===== config.mk =====
export PLATFORM = sky130hd
export DESIGN_NAME = ddr_channel_arb_n
export DESIGN_NICKNAME = d
export VERILOG_FILES = /design/src/rtl/ddr_channel_arb_n.sv
export SDC_FILE = /design/constraint.sdc
export NUM_CORES = 2
export LEC_CHECK = 0
export CAP_MARGIN = 0
export CORE_AREA = 5 5 676 678
export CTS_CLUSTER_SIZE = 30
export DETAILED_ROUTE_END_ITERATION = 6
export DIE_AREA = 0 0 681 683
export GPL_ROUTABILITY_DRIVEN = 1
export SYNTH_ARGS = -nofsm -noshare
export SYNTH_HDL_FRONTEND = slang
export SYNTH_SLANG_ARGS = --single-unit

===== constraint.sdc =====
create_clock -name clock -period 4.1 [get_ports clock]
set_input_delay 0.41 -clock clock [delete_from_list [all_inputs] [get_ports clock]]
set_output_delay 0.41 -clock clock [all_outputs]
set_load 0.005 [all_outputs]

===== src/rtl/ddr_channel_arb_n.sv =====
// N-channel request arbiter in front of a single-port DDR model: one command in flight,
// completion routed to the owner, per-channel flush. Define DDR_ARB_ROUND_ROBIN_EN for round-robin.
module ddr_channel_arb_n #(
  parameter int NUM_CH  = 3,
  parameter int IDX_W   = 19,
  parameter int DATA_W  = 64,
  parameter int MASK_W  = 64,
  parameter int BURST_W = 512
) (
  input  logic                       clock,
  input  logic                       reset,
  input  logic [NUM_CH-1:0]          req_valid,
  output logic [NUM_CH-1:0]          req_ready,
  input  logic [NUM_CH*IDX_W-1:0]    req_index,
  input  logic [NUM_CH-1:0]          req_write,
  input  logic [NUM_CH-1:0]          req_burst,
  input  logic [NUM_CH*MASK_W-1:0]   req_wmask,
  input  logic [NUM_CH*DATA_W-1:0]   req_wdata,
  output logic [NUM_CH-1:0]          resp_valid,
  output logic [DATA_W-1:0]          resp_data,
  output logic [BURST_W-1:0]         resp_burst_data,
  input  logic [NUM_CH-1:0]          flush,
  output logic                       busy,
  output logic                       ddr_chip_enable,
  output logic [IDX_W-1:0]           ddr_index,
  output logic                       ddr_write_enable,
  output logic                       ddr_burst_mode,
  output logic [MASK_W-1:0]          ddr_write_mask,
  output logic [DATA_W-1:0]          ddr_write_data,
  input  logic [DATA_W-1:0]          ddr_read_data,
  input  logic [BURST_W-1:0]         ddr_burst_read_data,
  input  logic                       ddr_operation_done,
  input  logic                       ddr_ready
);

  localparam int CH_W = (NUM_CH > 1) ? $clog2(NUM_CH) : 1;
  localparam logic [NUM_CH-1:0] CH_ONE = {{(NUM_CH-1){1'b0}}, 1'b1};

  typedef enum logic [1:0] {
    ST_IDLE  = 2'd0,
    ST_ISSUE = 2'd1,
    ST_WAIT  = 2'd2
  } state_t;

  state_t            state_r, state_n_s;
  logic [NUM_CH-1:0] eligible_s, grant_s, owner_oh_s;
  logic [CH_W-1:0]   win_idx_s, owner_r, scan_base_s;
  logic              found_s, hit_s, accept_s, flush_own_s, drop_r, done_s;

  // Channel reached k steps after base, wrapping at NUM_CH.
  function automatic logic [CH_W-1:0] scan_idx(input logic [CH_W-1:0] base, input int k);
    int sum;
    sum = int'(base) + k;
    return CH_W'(sum % NUM_CH);
  endfunction

`ifdef DDR_ARB_ROUND_ROBIN_EN
  logic [CH_W-1:0] rr_ptr_r;
  assign scan_base_s = rr_ptr_r;

  // Round-robin pointer moves one past the winner on every accept.
  always_ff @(posedge clock) begin
    if (reset) begin
      rr_ptr_r <= {CH_W{1'b0}};
    end else if (accept_s) begin
      rr_ptr_r <= scan_idx(win_idx_s, 1);
    end
  end
`else
  assign scan_base_s = {CH_W{1'b0}};
`endif

  // First eligible channel in scan order; flushed channels never compete.
  always_comb begin
    eligible_s = req_valid & ~flush;
    found_s    = 1'b0;
    hit_s      = 1'b0;
    win_idx_s  = {CH_W{1'b0}};
    for (int k = 0; k < NUM_CH; k++) begin
      hit_s     = ~found_s & eligible_s[scan_idx(scan_base_s, k)];
      win_idx_s = hit_s ? scan_idx(scan_base_s, k) : win_idx_s;
      found_s   = found_s | hit_s;
    end
  end

  assign accept_s    = (state_r == ST_IDLE) & ddr_ready & found_s & ~reset;
  assign grant_s     = accept_s ? (CH_ONE << win_idx_s) : {NUM_CH{1'b0}};
  assign req_ready   = grant_s;
  assign owner_oh_s  = CH_ONE << owner_r;
  assign flush_own_s = flush[owner_r];
  assign done_s      = (state_r == ST_WAIT) & ddr_operation_done;

  // Next-state logic.
  always_comb begin
    state_n_s = state_r;
    case (state_r)
      ST_IDLE:  if (accept_s) state_n_s = ST_ISSUE; else state_n_s = ST_IDLE;
      ST_ISSUE: state_n_s = ST_WAIT;
      ST_WAIT:  if (ddr_operation_done) state_n_s = ST_IDLE; else state_n_s = ST_WAIT;
      default:  state_n_s = ST_IDLE;
    endcase
  end

  // Control state: FSM, busy, drop flag, command strobe and response pulse.
  always_ff @(posedge clock) begin
    if (reset) begin
      state_r         <= ST_IDLE;
      busy            <= 1'b0;
      drop_r          <= 1'b0;
      owner_r         <= {CH_W{1'b0}};
      ddr_chip_enable <= 1'b0;
      resp_valid      <= {NUM_CH{1'b0}};
    end else begin
      state_r         <= state_n_s;
      busy            <= (state_n_s != ST_IDLE);
      ddr_chip_enable <= accept_s;
      if (accept_s) owner_r <= win_idx_s;
      if (state_n_s == ST_IDLE) drop_r <= 1'b0;
      else if ((state_r != ST_IDLE) && flush_own_s) drop_r <= 1'b1;
      // A flush landing together with done still suppresses the response.
      resp_valid <= (done_s && !(drop_r || flush_own_s)) ? owner_oh_s : {NUM_CH{1'b0}};
    end
  end

  // Datapath: command fields latched at accept, read data captured at done.
  always_ff @(posedge clock) begin
    if (reset) begin
      ddr_index        <= {IDX_W{1'b0}};
      ddr_write_enable <= 1'b0;
      ddr_burst_mode   <= 1'b0;
      ddr_write_mask   <= {MASK_W{1'b0}};
      ddr_write_data   <= {DATA_W{1'b0}};
      resp_data        <= {DATA_W{1'b0}};
      resp_burst_data  <= {BURST_W{1'b0}};
    end else begin
      if (accept_s) begin
        ddr_index        <= req_index[win_idx_s*IDX_W +: IDX_W];
        ddr_write_enable <= req_write[win_idx_s];
        ddr_burst_mode   <= req_burst[win_idx_s] & ~req_write[win_idx_s];
        ddr_write_mask   <= req_wmask[win_idx_s*MASK_W +: MASK_W];
        ddr_write_data   <= req_wdata[win_idx_s*DATA_W +: DATA_W];
      end
      if (done_s) begin
        resp_data       <= ddr_read_data;
        resp_burst_data <= ddr_burst_read_data;
      end
    end
  end

endmodule


==> reports/metrics.yaml <==
grt.total_usage: 0.1507
cts_buffer_depth: 4
clk_pin_slew_ns: 0.05
cts-root-buf: "clkbuf_16"
holdBufCountCts: 153
drt_iter0_drc: 2462
tns_ns: 0
clock_skew_ns: 0.1109
clock_sinks: 735
run_status: "completed"
syn_nets: 4600
antenna_found_initial: 353
most-common-layout-cells: "clkdlybuf4s50_1, nand2_1, dfxtp_1"
timing.final.ws_setup_ns: 1.161
worstPathRequired_ns: 3.69
relSlewSlack: 0.3123
r2r_setup_slack_ns: 1.94
syn_inst: 3567
drc_errors: 0
die_area_um2: 465100
grt_max_degree: 139
multiInputGateArea_um2: 12730
holdWs_ns: 0.1189
path_class: "primary input to output pin"
seqCellArea_um2: 14710
max_freq_mhz: 340.2
worstMarginPinSlew_ns: 1.028
ios: 1766
end_kind: "output pin"
post_drt_wl_per_cell_um: 32.34
fin_total_pwr_mw: 20.54
critPathLaunchType: "primary input"
fin_util: 0.1303
cp_max_fo: 25
whs_endpoint: "resp_data[20]"
p_switching_mw: 5.776
synth-seq-cells: 735
syn_area_um2: 28710
routed_via_density: 3.063
n_fill_cell: 51590
worstReg2RegStart: "state_r[0]"
finalWirelength_um: 370400
r2r_end: "ddr_index[8]"
finalSetupViolations: 0
clk_latency_ns: 0.89
nNetsFinal: 6358
core_um2: 450600
ir_worst_vdd_mv: 0.3771
seqPwrFrac: 0.366
stdcell_area_um2: 58710
rows: 247
yosysUniqueCellTypes: 31
final_common_cell: "clkdlybuf4s50_1"
dpl.cell_count: 11040
ant_nets: 0
cp.arrival_ns: 2.53
place.gp.congestion: 0.9030
fin_crit_ns: 2.939
pwr-share-comb: 0.153
swShare: 0.2812
fin_crit_sh: 0.7169
pre_cts_slack_ns: 1.168
htreeDepth: 3
synth.yosys.seq_area_share: 0.5125
holdPathStages: 3
slew_violations: 0
dp_hpwl_um: 321800
grt_first_pass_wirelength_um: 438700
post_cts_resized: 0
firstDrtPassIters: 5
drive_gt1_frac: 0.06137
place_area_um2: 53360
syn_to_final_growth_pct: 104.5
power_leakage_nw: 18.73
finalHoldViolCount: 0
clockPowerShare: 0.482
cts_buffers: 110
dieHeight_um: 683
syn_area_per_cell_um2: 8.049
grt_pass1_vias: 33520
grt-ovfl-total: 0
die_w_um: 681
start_util: 0.06372
cts_tree: "done"
hold_path_startpoint: "ddr_read_data[20]"
postCtsSetupBuffers: 0
intPower_mw: 14.76
vias: 35080
grt_setup_unrepaired: "no"
io_buffers: 1765
yosysWarnings: 0
final_cells: 11450
power_density_nw_per_um2: 349.8
maxCapViolCount: 0
hp-class: "primary input to flop"
worstRegToRegCells: 4
[synthesized netlist by cell type (all sizes together)]
cell,instances,share of area
a211oi,147,0.038
a21o,3,0.00078
a21oi,577,0.10
a222oi,1,0.00035
a31o,1,0.00031
a31oi,1,0.00022
and3,147,0.032
buf,31,0.0075
clkbuf,294,0.038
dfxtp,735,0.51
inv,3,0.00039
mux2i,1,0.00035
nand2,1153,0.15
nand2b,3,0.00065
nand3,1,0.00017
nand3b,150,0.039
nor2,153,0.020
nor2b,2,0.00044
nor3,2,0.00052
nor3b,5,0.0013
nor4,1,0.00022
o21a,2,0.00052
o21ai,3,0.00052
o31ai,148,0.053
or3,1,0.00022
or4,1,0.00026
or4b,1,0.00048
[layout make-up]
cell class | count | area share
Sequential cell | 735 | 0.2506
Multi-Input combinational cell | 2504 | 0.2169
Timing Repair Buffer | 1971 | 0.3398
Inverter | 3 | 0.0001918
Clock buffer | 146 | 0.05366
Clock inverter | 51 | 0.008589
Antenna cell | 67 | 0.002856
Tap cell | 5976 | 0.1274
[cells by family after synthesis]
logic type	after synthesis	share of synthesized area
mux	1	0.0003487
simple gates	1620	0.2463
compound gates	883	0.1945
buf+inv	328	0.04633
flops	735	0.5125
[flip-flops by register name, summed over array words and instances, names as in the netlist]
signal	count
resp_data	64
ddr_index	19
ddr_write_enable	1
ddr_chip_enable	1
owner_r	2
ddr_write_data	64
resp_valid	3
resp_burst_data	512
state_r	2
ddr_burst_mode	1
busy	1
drop_r	1
ddr_write_mask	64
[power groups by stage]
stage / Sequential (mW) / Combinational (mW) / Clock (mW)
global route: 7.53 / 3.33 / 10.5
CTS: 7.51 / 3.22 / 10.4
finish: 7.51 / 3.13 / 9.89
detailed placement: 7.66 / 2.99 / 0
floorplan: 7.64 / 0.728 / 0
global placement: 7.65 / 3.01 / 0
[critical path: stages]
cell             delay, ns
clkdlybuf4s50_1       0.63
nor2b_4               0.15
or3_4                 0.57
nor2_1                0.21
clkdlybuf4s50_1       0.55
[worst max-delay path by stage]
stage,start,endpoint,slack [ns],cells past startpoint
finish,flush[1],req_ready[2],1.16,5
global route,state_r[0],req_ready[2],1.03,3
CTS,state_r[0],req_ready[0],1.05,3
detailed placement,flush[0],ddr_write_data[56],1.17,6
global placement,flush[0],ddr_write_data[47],1.18,6
floorplan,reset,ddr_index[18],2.10,8
[routing by layer]
metal | vias to the layer above | wire length [µm] | GRT usage
met3 | 801 | 55220 | 0.1006
met4 | 38 | 16290 | 0.05096
met2 | 2095 | 172500 | 0.2516
met1 | 16490 | 126100 | 0.1501
li1 | 15650 | - | -
met5 | - | 266 | 0
(Power assumes the default switching activity.)
